`config.mk`:
```
export PLATFORM = sky130hd
export DESIGN_NAME = axis_stim_sequencer_flat
export DESIGN_NICKNAME = d
export VERILOG_FILES = /design/src/rtl/axis_stim_sequencer_if.sv /design/src/rtl/axis_stim_sequencer.sv /design/src/flat_wrapper.sv
export SDC_FILE = /design/constraint.sdc
export NUM_CORES = 1
export LEC_CHECK = 0
export BUFFER_PORTS_ARGS = -buffer_cell sky130_fd_sc_hd__buf_2
export CAP_MARGIN = 20
export CORE_MARGIN = 5
export CORE_UTILIZATION = 62
export DETAILED_ROUTE_END_ITERATION = 10
export PLACE_DENSITY = 0.81
export SLEW_MARGIN = 20
export SYNTH_ARGS = -nofsm -noshare
export SYNTH_HDL_FRONTEND = slang
export SYNTH_SLANG_ARGS = --single-unit
```
`constraint.sdc`:
```
create_clock -name clk -period 4.9 [get_ports clk]
set_input_delay 0.735 -clock clk [delete_from_list [all_inputs] [get_ports clk]]
set_output_delay 0.735 -clock clk [all_outputs]
set_load 0.02 [all_outputs]
```
`src/rtl/axis_stim_sequencer_if.sv`:
```
// AXI-Stream beat bundle for the stimulus sequencer.
// Master drives data/valid/last, slave returns ready.
interface axis_stim_sequencer_if #(
  parameter int DW = 64
);
  logic [DW-1:0] tdata;
  logic          tvalid;
  logic          tready;
  logic          tlast;

  modport master (
    output tdata,
    output tvalid,
    output tlast,
    input  tready
  );

  modport slave (
    input  tdata,
    input  tvalid,
    input  tlast,
    output tready
  );
endinterface

```
`src/rtl/axis_stim_sequencer.sv`:
```
// RAM-backed AXI-Stream frame player: loads one frame,
// replays it N times (or forever) with an idle gap.
module axis_stim_sequencer #(
  parameter int WIDTH        = 16,
  parameter int SAMP_PER_CLK = 2,
  parameter int FFT_LEN      = 16,
  parameter int CNT_W        = 16
) (
  input  logic                       clk,
  input  logic                       rst,
  input  logic                       wr_en,
  input  logic [$clog2(FFT_LEN)-1:0] wr_addr,
  input  logic [2*WIDTH-1:0]         wr_data,
  input  logic [CNT_W-1:0]           cfg_num_frames,
  input  logic [CNT_W-1:0]           cfg_gap,
  input  logic                       start,
  input  logic                       abort,
  axis_stim_sequencer_if.master      m,
  output logic                       busy,
  output logic                       done,
  output logic [CNT_W-1:0]           frame_cnt
);
  localparam int AW = $clog2(FFT_LEN);
  localparam int SW = 2*WIDTH;
  localparam int DW = SW*SAMP_PER_CLK;
  localparam logic [AW-1:0] STEP   = AW'(SAMP_PER_CLK);
  localparam logic [AW-1:0] LAST_A = AW'(FFT_LEN - SAMP_PER_CLK);

  typedef enum logic [1:0] {
    S_IDLE,
    S_RUN,
    S_GAP
  } state_t;

  typedef logic [SW-1:0] ram_t [FFT_LEN];

  function automatic ram_t ram_init();
    ram_t v;
    for (int i = 0; i < FFT_LEN; i++) begin
      v[i] = SW'(WIDTH'(i));
    end
    return v;
  endfunction

  ram_t r_mem = ram_init();

  state_t           r_state;
  logic [AW-1:0]    r_addr;
  logic [DW-1:0]    r_data;
  logic             r_valid;
  logic             r_last;
  logic             r_busy;
  logic             r_done;
  logic [CNT_W-1:0] r_fcnt;
  logic [CNT_W-1:0] r_num;
  logic [CNT_W-1:0] r_gap;
  logic [CNT_W-1:0] r_gcnt;

  logic [DW-1:0]    w_beat;
  logic             w_hs;
  logic             w_eof;
  logic             w_final;
  logic             w_load;

  assign w_hs    = r_valid & m.tready;
  assign w_eof   = w_hs & r_last;
  assign w_load  = ~r_valid | m.tready;
  assign w_final = (r_num != '0) &&
                   (r_fcnt + CNT_W'(1) == r_num);

  // Gather the lanes of the beat at the current read address.
  always_comb begin
    w_beat = '0;
    for (int k = 0; k < SAMP_PER_CLK; k++) begin
      w_beat[SW*k +: SW] = r_mem[r_addr + AW'(k)];
    end
  end

  // Frame RAM load port, only open while the player is idle.
  always_ff @(posedge clk) begin
    if (wr_en && !r_busy) begin
      r_mem[wr_addr] <= wr_data;
    end
  end

  // Run/gap sequencer with registered AXIS outputs.
  always_ff @(posedge clk) begin
    if (rst) begin
      r_state <= S_IDLE;
      r_addr  <= '0;
      r_data  <= '0;
      r_valid <= 1'b0;
      r_last  <= 1'b0;
      r_busy  <= 1'b0;
      r_done  <= 1'b0;
      r_fcnt  <= '0;
      r_num   <= '0;
      r_gap   <= '0;
      r_gcnt  <= '0;
    end else begin
      r_done <= 1'b0;
      unique case (r_state)
        S_IDLE: begin
          if (start) begin
            r_num   <= cfg_num_frames;
            r_gap   <= cfg_gap;
            r_fcnt  <= '0;
            r_addr  <= '0;
            r_busy  <= 1'b1;
            r_state <= S_RUN;
          end
        end
        S_RUN: begin
          if (w_eof) begin
            r_fcnt <= r_fcnt + CNT_W'(1);
          end
          if (abort || (w_eof && w_final)) begin
            r_valid <= 1'b0;
            r_last  <= 1'b0;
            r_busy  <= 1'b0;
            r_done  <= 1'b1;
            r_state <= S_IDLE;
          end else if (w_eof && r_gap != '0) begin
            r_valid <= 1'b0;
            r_last  <= 1'b0;
            r_gcnt  <= r_gap;
            r_state <= S_GAP;
          end else if (w_load) begin
            r_valid <= 1'b1;
            r_data  <= w_beat;
            r_last  <= (r_addr == LAST_A);
            r_addr  <= r_addr + STEP;
          end
        end
        S_GAP: begin
          if (abort) begin
            r_valid <= 1'b0;
            r_last  <= 1'b0;
            r_busy  <= 1'b0;
            r_done  <= 1'b1;
            r_state <= S_IDLE;
          end else if (r_gcnt == CNT_W'(1)) begin
            r_valid <= 1'b1;
            r_data  <= w_beat;
            r_last  <= (r_addr == LAST_A);
            r_addr  <= r_addr + STEP;
            r_state <= S_RUN;
          end else begin
            r_gcnt <= r_gcnt - CNT_W'(1);
          end
        end
        default: r_state <= S_IDLE;
      endcase
    end
  end

  assign m.tdata   = r_data;
  assign m.tvalid  = r_valid;
  assign m.tlast   = r_last;
  assign busy      = r_busy;
  assign done      = r_done;
  assign frame_cnt = r_fcnt;
endmodule

```
`src/flat_wrapper.sv`:
```
// flat-port wrapper written by rule: the top's interface ports become plain ports
module axis_stim_sequencer_flat 
#(
  parameter int WIDTH        = 16,
  parameter int SAMP_PER_CLK = 2,
  parameter int FFT_LEN      = 16,
  parameter int CNT_W        = 16
)
  (clk, rst, wr_en, wr_addr, wr_data, cfg_num_frames, cfg_gap, start, abort, busy, done, frame_cnt, m_tdata, m_tvalid, m_tlast, m_tready);
  axis_stim_sequencer_if #(.DW(((2*WIDTH)*(2)))) m_i ();
  input  logic clk;
  input  logic rst;
  input  logic wr_en;
  input  logic [$clog2(FFT_LEN)-1:0] wr_addr;
  input  logic [2*WIDTH-1:0] wr_data;
  input  logic [CNT_W-1:0] cfg_num_frames;
  input  logic [CNT_W-1:0] cfg_gap;
  input  logic start;
  input  logic abort;
  output logic busy;
  output logic done;
  output logic [CNT_W-1:0] frame_cnt;
  output wire logic [$bits(m_i.tdata)-1:0] m_tdata;
  output wire logic [$bits(m_i.tvalid)-1:0] m_tvalid;
  output wire logic [$bits(m_i.tlast)-1:0] m_tlast;
  input wire logic [$bits(m_i.tready)-1:0] m_tready;
  assign m_tdata = m_i.tdata;
  assign m_tvalid = m_i.tvalid;
  assign m_tlast = m_i.tlast;
  assign m_i.tready = m_tready;
  axis_stim_sequencer #(.WIDTH(WIDTH), .SAMP_PER_CLK(SAMP_PER_CLK), .FFT_LEN(FFT_LEN), .CNT_W(CNT_W)) u_core (.clk(clk), .rst(rst), .wr_en(wr_en), .wr_addr(wr_addr), .wr_data(wr_data), .cfg_num_frames(cfg_num_frames), .cfg_gap(cfg_gap), .start(start), .abort(abort), .m(m_i), .busy(busy), .done(done), .frame_cnt(frame_cnt));
endmodule
```
## Word-level counts from Yosys, hierarchy flattened

Memory sizes are Yosys's and may differ from the RTL's. A register that Yosys moved wholly into a read port is not among the register bits.
Cells that the tools add are included.

| word-level totals | value |
|---|---|
| flip-flop bits (word level) | 138 |
| memory bits (writable) | 512 |
| input port bits | 74 |
| output and inout bits | 84 |
| memories | 1 |

Memories:

| memory | depth | width | rd ports | clocked after Yosys merged registers in | wr ports | line | source |
|---|---|---|---|---|---|---|---|
| u_core.r_mem | 16 | 32 | 2 | 1 | 1 | axis_stim_sequencer.sv:45 | `ram_t r_mem = ram_init();` |

| cells by class | value |
|---|---|
| add/subtract/negate cells | 4 |
| eq/ne operators | 19 |
| multiplexer cells | 50 |
| bitwise operators | 4 |
| reduce and logical (&&, ||, !) cells | 20 |

Operators by type and width:

| kind | number |
|---|---|
| $mux W64 | 5 |
| $pmux W64 S2 | 1 |
| $mux W16 | 6 |
| $pmux W16 S2 | 2 |
| $mux W4 | 8 |
| $reduce_bool A16 Y1 | 2 |
| $mux W1 | 17 |
| $add A16 B1 Y16 const B | 1 |
| $eq A16 B1 Y1 const B | 1 |
| $eq A16 B16 Y1 | 1 |
| $sub A16 B1 Y16 const B | 1 |
| $ne A2 B2 Y1 const B | 6 |
| $pmux W4 S3 | 1 |
| $mux W2 | 5 |
| $ne A2 B1 Y1 const B | 5 |
| $reduce_and A3 Y1 | 3 |
| $reduce_and A7 Y1 | 1 |
| $pmux W1 S2 | 3 |
| $pmux W2 S3 | 1 |
| $reduce_and A6 Y1 | 1 |
| $reduce_and A5 Y1 | 1 |
| $add A4 B1 Y4 const B | 1 |
| $add A4 B2 Y4 const B | 1 |
| $eq A4 B4 Y1 const B | 1 |
| 17 further kinds | 22 |

## Logic depth before layout (Yosys ltp)

| logic depth | value |
|---|---|
| word-level depth | 9 |
| gate-level depth with buffers | 11 |

## Worst setup path after synthesis

OpenSTA, ideal clock, no wires.

| path | value |
|---|---|
| kind | input -> register |
| start | in wr_en |
| end | mem u_core.r_mem[4][0] (netlist name) (enable) |
| setup time | 0.461 ns |
| arrival | 3.495 ns |
| setup slack | 0.944 ns |
| cell stages on the path | 3 |
| buffers on the path | 0 |
| cells stage by stage | nand2b_1 -> or3b_2 -> nor3_1 |

| between the ends | value |
|---|---|
| word-level cells in the longest chain between the ends | 3 |

RTL lines:

| item | line | source |
|---|---|---|
| start: declaration | flat_wrapper.sv:13 | `input logic wr_en;` |
| $logic_and A1 B1 Y1 | axis_stim_sequencer.sv:81 | `if (wr_en && !r_busy) begin` |
| $mux W1 | axis_stim_sequencer.sv:81 |  |
| $mux W1 (not written as such) | axis_stim_sequencer.sv:82 | `r_mem[wr_addr] <= wr_data;` |
| end: declaration | axis_stim_sequencer.sv:45 |  |

No other way between the ends.

## Worst setup path in the final report

| path | value |
|---|---|
| start | reg u_core.r_fcnt[0], in the netlist u_core.frame_cnt[0] |
| end | reg u_core.r_gcnt[15] |

| between the ends | value |
|---|---|
| word-level cells in the longest chain between the ends | 7 |

RTL lines:

| item | line | source |
|---|---|---|
| start: declaration | axis_stim_sequencer.sv:54 | `logic [CNT_W-1:0] r_fcnt;` |
| start signal: assignment | axis_stim_sequencer.sv:115 | `r_fcnt <= r_fcnt + CNT_W'(1);` |
| $add A16 B1 Y16 | axis_stim_sequencer.sv:69 | `(r_fcnt + CNT_W'(1) == r_num);` |
| $eq A16 B16 Y1 | axis_stim_sequencer.sv:69 |  |
| $logic_and A1 B1 Y1 | axis_stim_sequencer.sv:68 | `assign w_final = (r_num != '0) &&` |
| $logic_and A1 B1 Y1 | axis_stim_sequencer.sv:117 | `if (abort \|\| (w_eof && w_final)) begin` |
| $logic_or A1 B1 Y1 | axis_stim_sequencer.sv:117 |  |
| $ne A2 B2 Y1 (no line) | - |  |
| $reduce_and A5 Y1 (no line) | - |  |
| end signal: assignment | axis_stim_sequencer.sv:126 | `r_gcnt <= r_gap;` |
| end signal: assignment | axis_stim_sequencer.sv:149 | `r_gcnt <= r_gcnt - CNT_W'(1);` |
| end: declaration | axis_stim_sequencer.sv:57 | `logic [CNT_W-1:0] r_gcnt;` |

No other way between the ends.
A chain may end at the register's enable or synchronous reset.

==> out/results.txt <==
The most used flip-flop cell after synthesis is sky130_fd_sc_hd__edfxtp_1. Across the VDD grid, the largest voltage drop is 308 uV. The netlist uses 78 different library cells.

In this run the cell area of the synthesized design comes to 0.0304 mm2. In the synthesized netlist, the number of instances is 1774. Clock latency on the worst-skew pair, taken at its later pin, is 600 ps.

Post-synthesis async set-or-reset flop share: 0. HPWL reported at the end of detailed placement: 44.4 mm. The kind of cell with the highest combined delay along the critical path is simple AND/OR/NAND/NOR gates. The path class of the tightest hold or removal check is in -> reg. Entering global routing, the biggest net connects 131 pins. The final cycle utilization of the critical path is 0.739. The horizontal extent of the die came out at 231 um.

The kind of start point of the critical path was a flip-flop. The first detailed-routing pass ran for 6 iterations. In this run the static leakage power is 11.4 nW. For the number of global-route vias before repair, the log shows 18900.

After detailed placement, the total cell area comes to 0.0317 mm2. After layout, the design draws a total of 12.6 mW. Registers take 0.0182 mm2. The number of synthesis warnings was 0; the top-area cell type share of the netlist area was 0.506. The tool flagged a number of max-cap violations equal to 0. The routed layout has 18700 vias.

The final net count is 1993. The type of element capturing the critical path is a flip-flop. After clock tree synthesis, the flow added hold-fix buffers numbering 0. The clock drives 654 sinks. After routing the design area is 0.0340 mm2. Delay of the slowest critical-path stage: 910 ps. The most common cell in the synthesized netlist is sky130_fd_sc_hd__edfxtp_1.

The run finished with clean final reports. For this run, the top clock speed supported by timing is 276 MHz. From bottom edge to top edge, the die measures 231 um.

The post-synthesis register bit count works out to 654. For this block, the initial DRC count from the detailed router was 2912. The run gives 0.0535 mm2 as the overall die area.

The clock root buffer master was sky130_fd_sc_hd__clkbuf_16. For the number of failing setup endpoints in the final timing report, the log shows 0. The run gives 0 as the post-CTS repair timing setup buffer count. The total number of H-tree levels was 3; the tightest slew margin relative to the limit was 0.294. The total overflow reported by the global router was 0.

Dividing total power by cell area gives a power density of 372 mW/mm2. The count of port buffers added during placement works out to 157. Setup repair after global routing left no endpoint under its margin. In the routed design, unresolved DRC markers number 0. Number of enable-type register cells in the synthesized netlist: 512. The worst setup path is of the reg -> reg kind. The proportion of layout cells with a drive suffix above 1 is 0.313. The logs give 8 for the initial antenna violation count and 0.697 for the share of the core filled with cells. The average vias per placed instance is 7.11, and the accumulated negative setup slack is 0 ps. Counting both buffers and inverters, the worst setup path holds a total of 0. At the pin with the least slew margin, the transition time is 1060 ps. The number of clock buffers added by TritonCTS is 66. The logs give 5370 ps for the critical path required time and 29.0 ps for the maximum clock skew at final layout. The starting density of the core is 0.623.

The worst hold path depth was 3. The run gives 81 as the total number of placement rows. The tools report the sequential share of the synthesized area as 0.600. The first global-routing pass estimated 121 mm of wire. The worst hold path begins at cfg_num_frames[15].

Post-synth net total: 1859. For the placeable core area, the log shows 0.0487 mm2. Counting buffers and inverters, the worst setup path is 8 cells deep. The routed length per placed instance works out to 30.9 um.

The path depth of the worst reg2reg path was 8. The worst register-to-register path ends at u_core.r_gcnt[15]. The tools report the remaining antenna violation count after routing as 0. The critical path's slowest cell is sky130_fd_sc_hd__nor4b_4. Ranked by total cell area, the synthesized netlist is headed by sky130_fd_sc_hd__edfxtp_1, sky130_fd_sc_hd__mux4_2, sky130_fd_sc_hd__dfxtp_1, sky130_fd_sc_hd__mux4_1, sky130_fd_sc_hd__nand2_1.

The biggest area consumer among synthesized cells was sky130_fd_sc_hd__edfxtp_1. In the post-route analysis, the smallest setup slack over all paths is 1280 ps. The layout-stage area growth over the synthesis result was 11.8%; the total length of routed wires was 81.3 mm. The number of pins exceeding their max-slew limit in the final report was 0; the arrival time of data at the critical path endpoint was 4090 ps. The biggest fanout along the worst timing path is 19. The signal on the critical path passes through ha_1 > nand3_2 > nor3_1 > xnor2_1 > nor4_1 > nor4b_4 > nor2_1 > a32o_1. The longest clock path from root to sink contains 3 buffers. Counting instances in the post-synthesis netlist gives the leading cell types as sky130_fd_sc_hd__edfxtp_1, sky130_fd_sc_hd__mux4_2, sky130_fd_sc_hd__nand2_1, sky130_fd_sc_hd__dfxtp_1, sky130_fd_sc_hd__mux2i_1.

For the register-to-register setup slack, the log shows 1280 ps. The layout has 2916 filler cells. Reg-to-reg startpoint: u_core.frame_cnt[0]. 158 I/O pins were placed. After clock tree synthesis, the clock-pin slew on the worst setup and hold paths is 60 ps. The path with the worst hold slack has its endpoint at u_core.r_num[15].

Averaged over all synthesized cells, the footprint is 17.1 um2. Once the clock tree was built, the resizer swapped 0 gates to a different size. Hold violation total from the final report: 0.

TritonCTS built the clock tree. Total routing usage reported by global routing: 0.304. After layout, the minimum clock period comes to 3620 ps.

The setup slack at placement was 1380 ps. The final estimated routing congestion in global placement is 0.929. The multi-input combinational cells in the finished layout cover a total of 0.0115 mm2.
==> power by group <==
group	internal, mW	leakage, nW	switching (mW)	total (mW)
registers	6.14	5.78	0.154	6.29
logic	0.500	4.59	0.737	1.24
clock network	2.97	1.07	2.15	5.12
==> cell type report <==
type / count / share of cell area
antenna: 7 / 0.000516
timing repair buffer: 195 / 0.0349
clock inverter: 34 / 0.00877
inverter: 11 / 0.00129
sequential: 654 / 0.537
clock buffer: 87 / 0.0552
multi-input combinational: 980 / 0.338
tap: 664 / 0.0245
==> logic make-up (layout without fill, tap and decap cells) <==
group / after synthesis / count (layout) / share of synthesized area
compound gates: 147 / 147 / 0.0312
xor+xnor: 27 / 27 / 0.00778
fa+ha+maj: 11 / 11 / 0.00453
buf+inv: 140 / 327 / 0.0274
flops: 654 / 654 / 0.600
mux: 393 / 393 / 0.267
other cells: 0 / 7 / 0
simple gates: 402 / 402 / 0.0622
==> cell usage in the layout (no fill, tap or decap), types with 46 or more instances in the layout <==
cell type and n:
sky130_fd_sc_hd__edfxtp_1 512, sky130_fd_sc_hd__mux4_1 47, sky130_fd_sc_hd__a21oi_1 60, sky130_fd_sc_hd__buf_2 157, sky130_fd_sc_hd__clkbuf_16 71, sky130_fd_sc_hd__nand2_1 229
sky130_fd_sc_hd__mux4_2 273, sky130_fd_sc_hd__dfxtp_1 137, sky130_fd_sc_hd__nor2_1 46, sky130_fd_sc_hd__mux2i_1 72
==> how the worst max path moves through the flow <==
| stage | start | to | slack [ps] |
|---|---|---|---|
| 2_1_floorplan | wr_en | u_core.r_mem[4][0] | 940 |
| 3_3_place_gp | u_core.frame_cnt[0] | u_core.r_gcnt[15] | 1490 |
| 3_5_place_dp | u_core.frame_cnt[0] | u_core.r_gcnt[8] | 1380 |
| 4_1_cts | u_core.frame_cnt[0] | u_core.r_gcnt[8] | 1350 |
| 5_1_grt | u_core.frame_cnt[0] | u_core.r_gcnt[8] | 940 |
| 6_report | u_core.frame_cnt[0] | u_core.r_gcnt[15] | 1280 |
==> per-layer routing <==
metal,share of wire,global-route usage,up-vias,wire length [um]
met5,0.00033,0,-,27
li1,-,-,7526,-
met1,0.35,0.394,9474,28400
met2,0.50,0.511,1440,40900
met3,0.11,0.0657,257,8710
met4,0.039,0.116,6,3170
==> stage by stage <==
step | hold WS (ps) | cells
final | 375 | 2632
after global routing | 381 | 2629
after CTS | 351 | 2624
after detailed placement | 450 | 2503
after global placement | 444 | 2502
after floorplan | 446 | 1774
==> registers in the layout, indices dropped and copies added (netlist names), named ones only <==
| signal | count |
|---|---|
| u_core.busy | 1 |
| u_core.done | 1 |
| u_core.frame_cnt | 16 |
| u_core.m.tdata | 64 |
| u_core.m.tlast | 1 |
| u_core.m.tvalid | 1 |
| u_core.r_addr | 4 |
| u_core.r_gap | 16 |
| u_core.r_gcnt | 16 |
| u_core.r_mem | 512 |
| u_core.r_num | 16 |
| u_core.r_state | 2 |
==> worst min-delay path, stage by stage <==
cell                      delay [ps]
sky130_fd_sc_hd__buf_2            90
sky130_fd_sc_hd__nand2_1          40
sky130_fd_sc_hd__a21oi_1          50
No activity file was read; power rests on OpenSTA's default activity.
